[src/rtl/tpram64x288_fifo_ctrl.sv]
// ---------------------------------------------------------------------------
// tpram64x288_fifo_ctrl
//   Streaming FIFO controller driving one 64x288 two-port RAM wrapper
//   (active-low enables, 1-cycle registered read). It converts valid/ready
//   write and read streams into RAM accesses. A 2-entry output buffer absorbs
//   the RAM read latency, so total capacity is DEPTH + 2 beats.
//
//   Build option: define TPRAM_FIFO_RD_PRIO_EN for single-port ASIC macros.
//   Reads then take priority and a write is never issued in the same cycle as
//   a read. With the macro undefined, writes and reads run independently.
//
// Ports
//   i_clk        clock (RAM read and write clocks are driven from it)
//   i_rst        synchronous active-high reset
//   i_in_valid   write-stream valid
//   o_in_ready   write-stream ready (independent of i_in_valid)
//   i_in_data    write-stream data
//   o_out_valid  read-stream valid
//   i_out_ready  read-stream ready
//   o_out_data   read-stream data, head of the FIFO
//   o_ram_wceb   RAM write enable, active-low
//   o_ram_waddr  RAM write address
//   o_ram_wdata  RAM write data (i_in_data)
//   o_ram_rceb   RAM read enable, active-low
//   o_ram_raddr  RAM read address
//   i_ram_rdata  RAM read data, valid 1 cycle after o_ram_rceb low
//   o_level      entries in RAM that have not been read-issued, 0..DEPTH
// ---------------------------------------------------------------------------
module tpram64x288_fifo_ctrl #(
  parameter int DEPTH = 64,
  parameter int AW    = 6,
  parameter int DW    = 288
) (
  input  logic          i_clk,
  input  logic          i_rst,
  input  logic          i_in_valid,
  output logic          o_in_ready,
  input  logic [DW-1:0] i_in_data,
  output logic          o_out_valid,
  input  logic          i_out_ready,
  output logic [DW-1:0] o_out_data,
  output logic          o_ram_wceb,
  output logic [AW-1:0] o_ram_waddr,
  output logic [DW-1:0] o_ram_wdata,
  output logic          o_ram_rceb,
  output logic [AW-1:0] o_ram_raddr,
  input  logic [DW-1:0] i_ram_rdata,
  output logic [AW:0]   o_level
);

  logic [AW-1:0]        r_wr_ptr;
  logic [AW-1:0]        r_rd_ptr;
  logic [AW:0]          r_ram_cnt;
  logic                 r_rd_inflight;
  logic [1:0][DW-1:0]   r_ob;       // r_ob[0] is the oldest entry
  logic [1:0]           r_ob_cnt;

  logic                 w_pop;
  logic                 w_rd_issue;
  logic                 w_wr_fire;
  logic                 w_not_full;
  logic [2:0]           w_occ;
  logic [1:0]           w_ob_wpos;

  assign w_pop = o_out_valid & i_out_ready;

  // Slots the output buffer will need once this cycle's pop is taken out:
  // current entries plus the read already in flight. A new read may only be
  // issued when a slot will be free for it two cycles from now.
  assign w_occ      = {1'b0, r_ob_cnt} + {2'b00, r_rd_inflight} - {2'b00, w_pop};
  assign w_rd_issue = ~i_rst & (r_ram_cnt != '0) & (w_occ < 3'd2);
  assign w_not_full = (r_ram_cnt < (AW+1)'(DEPTH));

`ifdef TPRAM_FIFO_RD_PRIO_EN
  // Single-port macro: a pending read blocks the write port this cycle.
  assign o_in_ready = ~i_rst & w_not_full & ~w_rd_issue;
`else
  assign o_in_ready = ~i_rst & w_not_full;
`endif

  assign w_wr_fire = i_in_valid & o_in_ready;

  // Returning read data lands behind whatever survives this cycle's pop.
  assign w_ob_wpos = r_ob_cnt - {1'b0, w_pop};

  always_ff @(posedge i_clk) begin
    if (i_rst) begin
      r_wr_ptr      <= '0;
      r_rd_ptr      <= '0;
      r_ram_cnt     <= '0;
      r_rd_inflight <= 1'b0;   // read data arriving after reset is dropped
      r_ob          <= '0;
      r_ob_cnt      <= '0;
    end else begin
      if (w_wr_fire) r_wr_ptr <= r_wr_ptr + AW'(1);
      if (w_rd_issue) r_rd_ptr <= r_rd_ptr + AW'(1);
      r_ram_cnt     <= r_ram_cnt + (AW+1)'(w_wr_fire) - (AW+1)'(w_rd_issue);
      r_rd_inflight <= w_rd_issue;
      if (w_pop) r_ob[0] <= r_ob[1];
      // Placed after the shift so a push into slot 0 overrides it.
      if (r_rd_inflight) r_ob[w_ob_wpos[0]] <= i_ram_rdata;
      r_ob_cnt <= r_ob_cnt + {1'b0, r_rd_inflight} - {1'b0, w_pop};
    end
  end

  assign o_out_valid = (r_ob_cnt != 2'd0);
  assign o_out_data  = r_ob[0];
  assign o_ram_wceb  = ~w_wr_fire;
  assign o_ram_waddr = r_wr_ptr;
  assign o_ram_wdata = i_in_data;
  assign o_ram_rceb  = ~w_rd_issue;
  assign o_ram_raddr = r_rd_ptr;
  assign o_level     = r_ram_cnt;

endmodule

[config.mk]
export PLATFORM = sky130hd
export DESIGN_NAME = tpram64x288_fifo_ctrl
export DESIGN_NICKNAME = d
export VERILOG_FILES = /design/src/rtl/tpram64x288_fifo_ctrl.sv
export SDC_FILE = /design/constraint.sdc
export NUM_CORES = 1
export LEC_CHECK = 0
export CAP_MARGIN = 15
export CORE_AREA = 4 4 451 453
export CTS_CLUSTER_SIZE = 28
export DETAILED_ROUTE_END_ITERATION = 8
export DIE_AREA = 0 0 455 457
export MAX_ROUTING_LAYER = met4
export PLACE_DENSITY = 0.36
export REMOVE_ABC_BUFFERS = 1
export SYNTH_ARGS = -nofsm -noshare
export SYNTH_HDL_FRONTEND = slang
export SYNTH_SLANG_ARGS = --single-unit
[constraint.sdc]
create_clock -name i_clk -period 6.1 [get_ports i_clk]
set_input_delay 0.61 -clock i_clk [delete_from_list [all_inputs] [get_ports i_clk]]
set_output_delay 0.61 -clock i_clk [all_outputs]
set_load 0.01 [all_outputs]
==> metrics, run 1 <==
status finished, final reports clean; die width 455 um; clock transition at the registers of the reported paths 60 ps; PD cells 472.9 nW/um2; Synth async-reset ratio 0%; NetSw 6140 uW; post-route insts no fill 5,897; CTS root buf clkbuf_16; EDFF count, synth 0; first-pass GRT wire length 290,000 um; dominant cells by area after synthesis dfxtp_1 43%, buf_4 16%, mux2i_1 10%, a311oi_1 9.1%, nor2_1 8.0%; post-CTS sizing 0; Syn. warnings 0; register area share after synthesis 43.15%; vias in the first global route 21,531; port buffer count 602; RSZ-0062 raised after global routing false; Buf/Inv on CP 3; syn avg cell area 8.555 um2; DRC viols 0; switching share of power 37.00%; FILL cells 22,226; gr ovfl total 0; crit-path max FO 24; Startpoint Class flip-flop; initial antenna violation count 24; Rel. slew slack 25.63%; final slew viol count 0; internal power 10,460 uW; Hold Path Class in -> reg; RR Startpoint r_ob_cnt[0]$_SDFF_PP0_; Final Net Count 3,753; CTS tree yes; vias 23,828; routed len/inst 41.10 um; chip height 457 um; Synth Cell Area 27,750 um2; clock latency on the worst-skew pair 710 ps; Yosys top cell area share 43.15%; Yosys reg bits 598; Pleak 0.01134 uW; max incr delay on CP 520 ps; Critical Path Source r_ob_cnt[0]$_SDFF_PP0_; Final Wtd Congestion 1.025; Post-CTS Setup Inserts 0; Cell variety after synth 41; core area 199,200 um2; # H-tree levels 3; TritonCTS Buffers 83; Bufs on Longest Clock Path 3; die area 207,900 um2; worst vdd ir 0.2657 mV; detailed-route wire length 242,400 um; Worst Reg2Reg Path Length in Cells 17; Post-Synthesis Cells 3,243; Placed Cells incl. Taps 5,731; sequential power share 32.8%; clock sinks 598; CP endpoint kind output port; remaining antenna violation count 0; IO Pins 1,179; Main synth FF type dfxtp_1; critical path, cell by cell o21ai_4 -> o21ai_0 -> ha_4 -> inv_1 -> fa_1 -> xor2_1 -> a2111oi_4 -> inv_2 -> clkdlybuf4s50_1; CP Depth 9; Critical Path AT 3710 ps; total global-route track usage 23.03%; drt pass-1 iters 6; 1st-iter DRT viols 2,228; Slew @ Worst Pin 1111 ps; Final Skew 27.09 ps; CP max-delay cell clkdlybuf4s50_1; Setup crit end o_ram_rceb; setup slack, reg-to-reg 2100 ps; Data required, critical path 5490 ps; Gate power share 36.0%; Clk pwr share 31.2%; initial core utilization 13.93%; Setup violations, final 0; family with the most delay on the worst path compound AO/OA/AOI/OAI gates; setup_tns 0 ps; Util after Layout 17.61%; r2r endpoint o_level[6]$_SDFF_PP0_; row count 164; Via density 4.041; Fmax 231.6 MHz; Layout area overhead 26.48%; hold-fix buffers at CTS 0; Final Hold Viols 0; critical path class reg -> out; Final min period 4318 ps; top cell type by total area after synthesis dfxtp_1; post-detail-place hpwl 198,200 um; share of layout cells above drive strength 1 5.333%; max-cap violations 0; largest net degree at the start of global routing 158; final period utilization 70.79%
state kept, by name, indices dropped and copies added (netlist names):
signal / flops
o_ram_waddr: 6
r_ob_cnt: 2
r_rd_inflight: 1
o_ram_raddr: 6
r_ob: 288
o_out_data: 288
o_level: 7
power groups by stage:
stage          logic (uW)  clock network, uW  registers (uW)
2_1_floorplan        3950                  0            5770
3_3_place_gp         6020                  0            5510
3_5_place_dp         6040                  0            5500
4_1_cts              6060               5350            5440
5_1_grt              6470               5480            5550
6_report             5980               5180            5440
stage by stage:
| step | hold WS, ps | setup slack, ps | power (uW) | instance area [um2] |
|---|---|---|---|---|
| after global routing | 217.9 | 1607 | 17500 | 35090 |
| after CTS | 145.5 | 1691 | 16860 | 35050 |
| final | 225.0 | 1782 | 16600 | 35090 |
| after global placement | 457.9 | 1429 | 11520 | 32230 |
| after detailed placement | 465.4 | 1421 | 11540 | 32230 |
| after floorplan | 449.1 | -63680 | 9724 | 22460 |
Yosys cell counts (all sizes together) (3+ instances only):
cell / number
o211ai: 4
buf: 667
nand2b: 3
or3: 3
nor2: 589
dfxtp: 598
o21ai: 7
nand4: 4
xnor2: 3
mux2i: 288
xor2: 6
ha: 11
inv: 15
a311oi: 288
a21oi: 4
nor2b: 4
clkbuf: 137
nand2: 587
final cells by class:
type	instances	area (um2)	share of cell area, %
clock buffer	122	2447	6.974
sequential	598	11970	34.11
inverter	15	56.30	0.1604
multi-input combinational	1826	10460	29.80
clock inverter	28	372.9	1.062
timing repair buffer	636	6424	18.30
antenna	16	40.04	0.1141
tap	2656	3323	9.469
metal layers:
metal / GRT usage, % / up-vias / share of wire (%)
li1: - / 10152 / -
met1: 17.32 / 11140 / 27
met2: 31.46 / 2307 / 40
met3: 30.07 / 229 / 28
met4: 8.783 / 0 / 4.5
met5: - / - / 0
worst reg2reg max path, cell delays in order, from the launching register on:
cell and delay, ps:
dfxtp_1 460, o21ai_4 260, o21ai_0 340, ha_4 180, inv_1 50, fa_1 370
xor2_1 180, a2111oi_4 460, inv_2 190, nand2_1 120, nand2_1 60, ha_1 190
inv_1 80, fa_1 190, nor2b_1 80, o311a_1 320, or3_1 360, nand3_1 80
placed cells by master (no fill, tap or decap), types with 2 or more instances in the layout:
master / instances
clkdlybuf4s50_1: 601
dfxtp_1: 598
nor2_1: 589
nand2_1: 587
a311oi_1: 288
mux2i_1: 288
clkbuf_16: 86
buf_4: 23
clkbuf_1: 20
diode_2: 16
clkbuf_8: 16
inv_1: 14
buf_12: 11
ha_1: 10
clkinv_2: 9
bufinv_16: 7
xor2_1: 6
o21ai_0: 6
clkinvlp_4: 5
o211ai_1: 4
nor2b_1: 4
nand4_1: 4
a21oi_1: 4
inv_6: 4
nand2b_1: 3
xnor2_1: 3
or3_1: 3
nand3_1: 2
o31ai_1: 2
a31oi_1: 2
nor3_1: 2
fa_1: 2
cells by family after synthesis:
family | synth area share (%)
compound gates | 9.745
xor+xnor | 0.2841
fa+ha+maj | 0.6404
buf+inv | 19.25
flops | 43.15
mux | 10.39
simple gates | 16.54
worst min-delay path by stage:
stage	from	endpoint	slack, ps	cells after the start
6_report	i_rst	r_ob[445]$_SDFFE_PP0P_	230	2
5_1_grt	i_rst	r_ob[445]$_SDFFE_PP0P_	220	2
4_1_cts	i_rst	r_ob[445]$_SDFFE_PP0P_	150	2
3_5_place_dp	r_ob[341]$_SDFFE_PP0P_	o_out_data[53]$_SDFF_PP0_	470	2
3_3_place_gp	r_ob[491]$_SDFFE_PP0P_	o_out_data[203]$_SDFF_PP0_	460	2
2_1_floorplan	r_ob[288]$_SDFFE_PP0P_	o_out_data[0]$_SDFF_PP0_	450	2
No activity file was read; power rests on OpenSTA's default activity.
==> inputs of run 2 (changes only) <==
Settings changed: CORE_AREA 4 4 451 453 to 4 4 460 462, DIE_AREA 0 0 455 457 to 0 0 464 466.
Clock period 6.1 ns to 3.8 ns, I/O delays scaled along.
==> run 2 against run 1 <==
  * Combinational power is 66% higher
  * Core utilization is 0.49 points lower
  * Setup slack worse by 1600 ps
  * Register-to-register slack worse by 1700 ps
  * Sequential cell count stayed put
  * Critical endpoint unchanged
  * Cell area is 1.0% higher
  * Largest cell class unchanged
  * Sequential share of layout area is 0.35 points lower
  * Via count is 0.76% lower
  * Wire length is 0.71% lower
  * Count of clock-buffer cells in the layout is 2 higher
  * Final cell count is 2.6% higher
  * Clock power is 58% higher
==> metrics, run 2 (synthesized netlist as in run 1, its figures left out) <==
status finished, final reports clean (unchanged); core area 207,100 um2 (was 199,200 um2); switching share of power 37.33% (was 37.00%); initial antenna violation count 23 (was 24); TritonCTS Buffers 83 (unchanged); Final Skew 38.62 ps (was 27.09 ps); DRC viols 0 (unchanged); NetSw 10,000 uW (was 6140 uW); detailed-route wire length 240,700 um (was 242,400 um); sequential power share 32.5% (was 32.8%); Via density 3.908 (was 4.041); IO Pins 1,179 (unchanged); worst setup margin 215.8 ps (was 1782 ps); critical path, cell by cell o21ai_4 -> o21ai_2 -> ha_4 -> inv_1 -> fa_1 -> inv_1 -> a2111oi_4 -> inv_2 -> buf_4 -> clkdlybuf4s50_1 (was o21ai_4 -> o21ai_0 -> ha_4 -> inv_1 -> fa_1 -> xor2_1 -> a2111oi_4 -> inv_2 -> clkdlybuf4s50_1); final slew viol count 0 (unchanged); most used cell, CP inv_1; Bufs on Longest Clock Path 3 (unchanged); CP max-delay cell fa_1 (was clkdlybuf4s50_1); Rel. slew slack 30.96% (was 25.63%); Hold Path Class in -> reg (unchanged); pre-CTS WS -268.3 ps (was 1421 ps); routed len/inst 39.77 um (was 41.10 um); Layout area overhead 27.81% (was 26.48%); vias in the first global route 21,577 (was 21,531); worst vdd ir 0.4477 mV (was 0.2657 mV); Final Net Count 3,774 (was 3,753); clock sinks 598 (unchanged); Slew @ Worst Pin 1036 ps (was 1111 ps); crit-path max FO 10 (was 24); Critical Path AT 3200 ps (was 3710 ps); 1st-iter DRT viols 2,061 (was 2,228); most frequent cells in the layout 601 x clkdlybuf4s50_1, 596 x dfxtp_1, 589 x nor2_1 (was 601 x clkdlybuf4s50_1, 598 x dfxtp_1, 589 x nor2_1); CP Depth 10 (was 9); Critical Path Source r_ob_cnt[0]$_SDFF_PP0_ (unchanged); family with the most delay on the worst path buffers and inverters (was compound AO/OA/AOI/OAI gates); Tot Pwr 26,800 uW (was 16,600 uW); fin area 35,460 um2 (was 35,090 um2); drt pass-1 iters 5 (was 6); Clk pwr share 30.5% (was 31.2%); Final Hold Viols 0 (unchanged); Util after Layout 17.12% (was 17.61%); largest net degree at the start of global routing 162 (was 158); RSZ-0062 raised after global routing false (unchanged); Startpoint Class flip-flop (unchanged); Fmax 279.0 MHz; clock latency on the worst-skew pair 740 ps (was 710 ps); commonest non-fill, non-tap cell in the layout clkdlybuf4s50_1 (unchanged); gr ovfl total 0 (unchanged); r2r endpoint o_level[6]$_SDFF_PP0_ (unchanged); Reg area 11,970 um2 (about the same); die width 464 um (was 455 um); Data required, critical path 3420 ps (was 5490 ps); PD cells 755.6 nW/um2 (was 472.9 nW/um2); Final Wtd Congestion 0.9981 (was 1.025); post-detail-place hpwl 197,200 um (was 198,200 um); Placed Area 32,590 um2 (was 32,230 um2); share of layout cells above drive strength 1 6.038% (was 5.333%); total global-route track usage 22.02% (was 23.03%); clock transition at the registers of the reported paths 60 ps (about the same); area of the multi-input gates 10,460 um2 (about the same); Worst Reg2Reg Path Length in Cells 16 (was 17); chip height 466 um (was 457 um); setup slack, reg-to-reg 430 ps (was 2100 ps); final period utilization 94.32%; CP endpoint kind output port (unchanged); die area 216,200 um2 (was 207,900 um2); Pleak 0.01145 uW (was 0.01134 uW); Setup crit end o_ram_rceb (unchanged); remaining antenna violation count 0 (unchanged); Gate power share 37.0% (was 36.0%); vias 23,647 (was 23,828); internal power 16,790 uW (was 10,460 uW); CTS tree yes (unchanged); # H-tree levels 3 (unchanged); port buffer count 602 (unchanged); initial core utilization 13.40% (was 13.93%); critical path class reg -> out (unchanged); Final min period 3584 ps; max-cap violations 0 (unchanged); FILL cells 23,222 (was 22,226); first-pass GRT wire length 289,700 um (was 290,000 um); Fin Hold WS 270.1 ps (was 225.0 ps); max incr delay on CP 500 ps (was 520 ps); row count 167 (was 164); Buf/Inv on CP 5 (was 3); CTS root buf clkbuf_16 (unchanged); RR Startpoint r_ob_cnt[0]$_SDFF_PP0_ (unchanged); Setup violations, final 0 (unchanged)
run 2: changes by cell type in the layout (fill, tap and decap cells not counted), sizes merged:
cell | previous run | this run
buf | 35 | 55
bufinv | 7 | 4
clkbuf | 122 | 124
clkinv | 11 | 12
diode | 16 | 17
dlygate4sd3 | 0 | 1
run 2: metal layers:
layer / track usage, % / wire [um]
met1: 16.54 / 66400
met2: 29.88 / 96160
met3: 29.70 / 68550
met4: 7.369 / 9538
met5: - / 0
run 2: through the flow:
stage               TNS, ps  instances
CTS                       0       6034
floorplan                 -       2439
global route              0       6049
global placement     -589.7       5883
finish                    0       6051
detailed placement   -420.2       5883
run 2: timing repair:
| item | in CTS | in global routing |
|---|---|---|
| resized for setup | 2 | 2 |
| hold buffers | 1 | 0 |
| hold endpoints to repair | 17 | 0 |
| pin swaps | 0 | 1 |
| endpoints found under the setup margin | 1 | 2 |
| setup buffers | 0 | 0 |
run 2: final cells by class:
class | instances | area share, %
clock inverter | 26 | 0.9633
sequential | 598 | 33.77
inverter | 15 | 0.1588
clock buffer | 124 | 6.976
antenna | 17 | 0.1200
tap | 2788 | 9.837
timing repair buffer | 657 | 18.67
multi-input combinational | 1826 | 29.50
run 2: power by group through the flow:
stage               combinational, uW  clock [uW]  sequential, uW
floorplan                        5610           0            9030
global placement                10000           0            8800
detailed placement              10000           0            8820
CTS                             10100        8510            8720
global route                    10700        8700            8890
finish                           9910        8170            8710
run 2: worst min-delay path by stage:
stage / start / slack [ps] / endpoint / cells after the start
2_1_floorplan: i_rst / 450 / o_level[1]$_SDFF_PP0_ / 1
3_3_place_gp: r_ob[439]$_SDFFE_PP0P_ / 460 / o_out_data[151]$_SDFF_PP0_ / 2
3_5_place_dp: r_ob[451]$_SDFFE_PP0P_ / 470 / o_out_data[163]$_SDFF_PP0_ / 2
4_1_cts: i_ram_rdata[186] / 180 / o_out_data[186]$_SDFF_PP0_ / 3
5_1_grt: i_ram_rdata[145] / 230 / o_out_data[145]$_SDFF_PP0_ / 3
6_report: i_ram_rdata[207] / 270 / o_out_data[207]$_SDFF_PP0_ / 3
run 2: worst register-to-register path, cell delays in order, from the launching register on:
cell and delay (ps):
dfxtp_2 400, o21ai_4 80, o21ai_2 150, ha_4 150
inv_1 40, fa_1 500, inv_1 70, a2111oi_4 390
nand2_1 140, nand2_1 90, ha_1 160, inv_1 60
fa_1 400, nor2b_1 220, o311a_1 220, or3_1 120
nand3_1 60
==> inputs of run 3 (changes only) <==
Settings changed: MAX_ROUTING_LAYER met4 to not set, SLEW_MARGIN set to 25.
==> run 3 against run 2 <==
  * Global-route usage fell by 0.91 points
  * Combinational power rose by 0.7%
  * Die area did not move
  * Register-to-register slack got worse by 190 ps
  * Clock skew fell by 13 ps
  * Critical path depth fell by 3
  * Maximum frequency rose by 0.76%
  * Wire length fell by 1.2%
  * Core utilization barely moved
  * Worst hold slack improved by 22 ps
  * Critical endpoint is now o_out_data[64]$_SDFF_PP0_
  * Highest routed layer is now met5
==> metrics, run 3 (synthesized netlist as in run 1, its figures left out) <==
clock latency on the worst-skew pair 710 ps (was 740 ps); max-cap violations 0 (unchanged); Slew @ Worst Pin 1078 ps (was 1036 ps); post-detail-place hpwl 197,200 um (about the same); die width 464 um (unchanged); initial core utilization 13.40% (unchanged); CP endpoint kind flip-flop (was output port); Tot Pwr 26,710 uW (was 26,800 uW); PD cells 753.8 nW/um2 (was 755.6 nW/um2); Layout area overhead 27.69% (was 27.81%); 1st-iter DRT viols 2,335 (was 2,061); remaining antenna violation count 0 (unchanged); gr ovfl total 0 (unchanged); RR Startpoint r_ob_cnt[0]$_SDFF_PP0_ (unchanged); clock sinks 598 (unchanged); Fmax 281.1 MHz (was 279.0 MHz); worst vdd ir 0.4064 mV (was 0.4477 mV); chip height 466 um (unchanged); vias 23,513 (was 23,647); most used cell, CP buf_4 (was inv_1); detailed-route wire length 237,700 um (was 240,700 um); start point of the worst hold path i_ram_rdata[54] (was i_ram_rdata[207]); # H-tree levels 3 (unchanged); Pleak 0.01147 uW (was 0.01145 uW); final slew viol count 0 (unchanged); Rel. slew slack 28.13% (was 30.96%); Critical Path Source r_ob_cnt[0]$_SDFF_PP0_ (unchanged); port buffer count 602 (unchanged); Final Hold Viols 0 (unchanged); setup_tns 0 ps (unchanged); final period utilization 93.61% (was 94.32%); row count 167 (unchanged); TritonCTS Buffers 82 (was 83); IO Pins 1,179 (unchanged); status finished, final reports clean (unchanged); share of layout cells above drive strength 1 5.998% (was 6.038%); Final Net Count 3,779 (was 3,774); CTS root buf clkbuf_16 (unchanged); Final min period 3557 ps (was 3584 ps); critical path class reg -> reg (was reg -> out); clock transition at the registers of the reported paths 60 ps (about the same); Util after Layout 17.11% (was 17.12%); Startpoint Class flip-flop (unchanged); core area 207,100 um2 (unchanged); critical path, cell by cell o21ai_4 -> buf_4 -> buf_4 -> buf_4 -> buf_4 -> nand2_1 -> a311oi_1 (was o21ai_4 -> o21ai_2 -> ha_4 -> inv_1 -> fa_1 -> inv_1 -> a2111oi_4 -> inv_2 -> buf_4 -> clkdlybuf4s50_1); Critical Path AT 4140 ps (was 3200 ps); DRC viols 0 (unchanged); Bufs on Longest Clock Path 3 (unchanged); family with the most delay on the worst path buffers and inverters (unchanged); vias in the first global route 21,646 (was 21,577); routed len/inst 39.32 um (was 39.77 um); CTS tree yes (unchanged); drt pass-1 iters 9 (was 5); most frequent cells in the layout 600 x clkdlybuf4s50_1, 596 x dfxtp_1, 589 x nor2_1 (was 601 x clkdlybuf4s50_1, 596 x dfxtp_1, 589 x nor2_1); CP max-delay cell buf_4 (was fa_1); Final Skew 25.33 ps (was 38.62 ps); Hold Path Class in -> reg (unchanged); Data required, critical path 4390 ps (was 3420 ps); initial antenna violation count 15 (was 23); Final Wtd Congestion 0.9796 (was 0.9981); RSZ-0062 raised after global routing false (unchanged); Via density 3.890 (was 3.908); Buf/Inv on CP 4 (was 5); first-pass GRT wire length 286,100 um (was 289,700 um); max incr delay on CP 810 ps (was 500 ps); FILL cells 23,138 (was 23,222); Setup violations, final 0 (unchanged); commonest non-fill, non-tap cell in the layout clkdlybuf4s50_1 (unchanged); Fin Hold WS 291.8 ps (was 270.1 ps); Reg area 11,970 um2 (unchanged); total global-route track usage 21.11% (was 22.02%); crit-path max FO 71 (was 10); largest net degree at the start of global routing 162 (unchanged); die area 216,200 um2 (unchanged); area of the multi-input gates 10,460 um2 (about the same)
run 3: cell count changes in the layout (fill, tap and decap cells not counted), moves of 2 or more:
cell        delta
clkinv_8       +2
diode_2       -11
clkinvlp_4     -5
clkinv_2       +6
clkinv_16      -2
clkbuf_1       +5
clkbuf_8       -6
buf_12         +6
run 3: power breakdown:
group | internal (uW) | switching, uW | leakage, uW
logic | 4320 | 5660 | 0.00526
registers | 7800 | 979 | 0.00488
clock network | 4660 | 3290 | 0.00133
run 3: per-stage QoR:
step	std cells	setup WS (ps)	instance area [um2]
finish	6045	242.9	35430
CTS	6039	191.6	35410
detailed placement	5888	-217.8	32700
global placement	5888	-271.0	32700
global route	6041	30.46	35420
floorplan	2439	-65980	22460
run 3: tightest hold or removal path, cell delays in order:
cell and delay (ps):
clkdlybuf4s50_1 420, nor2_1 100, a311oi_1 50
run 3: repair_timing:
item / in CTS / in global routing
hold endpoints to repair: 21 / 0
hold buffers: 1 / 0
gates resized for setup: 3 / 0
endpoints found under the setup margin: 1 / 0
buffers inserted: 1 / 0
run 3: per-layer routing:
metal  wire length, um  up-vias  track usage [%]
met2             88520     2025            27.54
met4             14450       44            10.69
met5              4539        -            14.43
li1                  -    10194                -
met3             64780      284            27.95
met1             65400    10966            16.25
run 3: final cells by class:
| type | instances | share of cell area (%) |
|---|---|---|
| well taps | 2788 | 9.846 |
| repair buffers | 663 | 19.02 |
| clock inverters | 26 | 0.8087 |
| inverters | 15 | 0.1589 |
| clock buffers | 123 | 6.802 |
| flip-flops and latches | 598 | 33.80 |
| diodes | 6 | 0.04238 |
| multi-input cells | 1826 | 29.52 |
run 3: final timing paths:
| path | endpoint | slack (ps) | cells after the start |
|---|---|---|---|
| max | o_out_data[64]$_SDFF_PP0_ | 240 | 7 |
| min | o_out_data[54]$_SDFF_PP0_ | 290 | 3 |
| max reg2reg | o_out_data[64]$_SDFF_PP0_ | 240 | 7 |
| min reg2reg | o_out_data[144]$_SDFF_PP0_ | 460 | 2 |
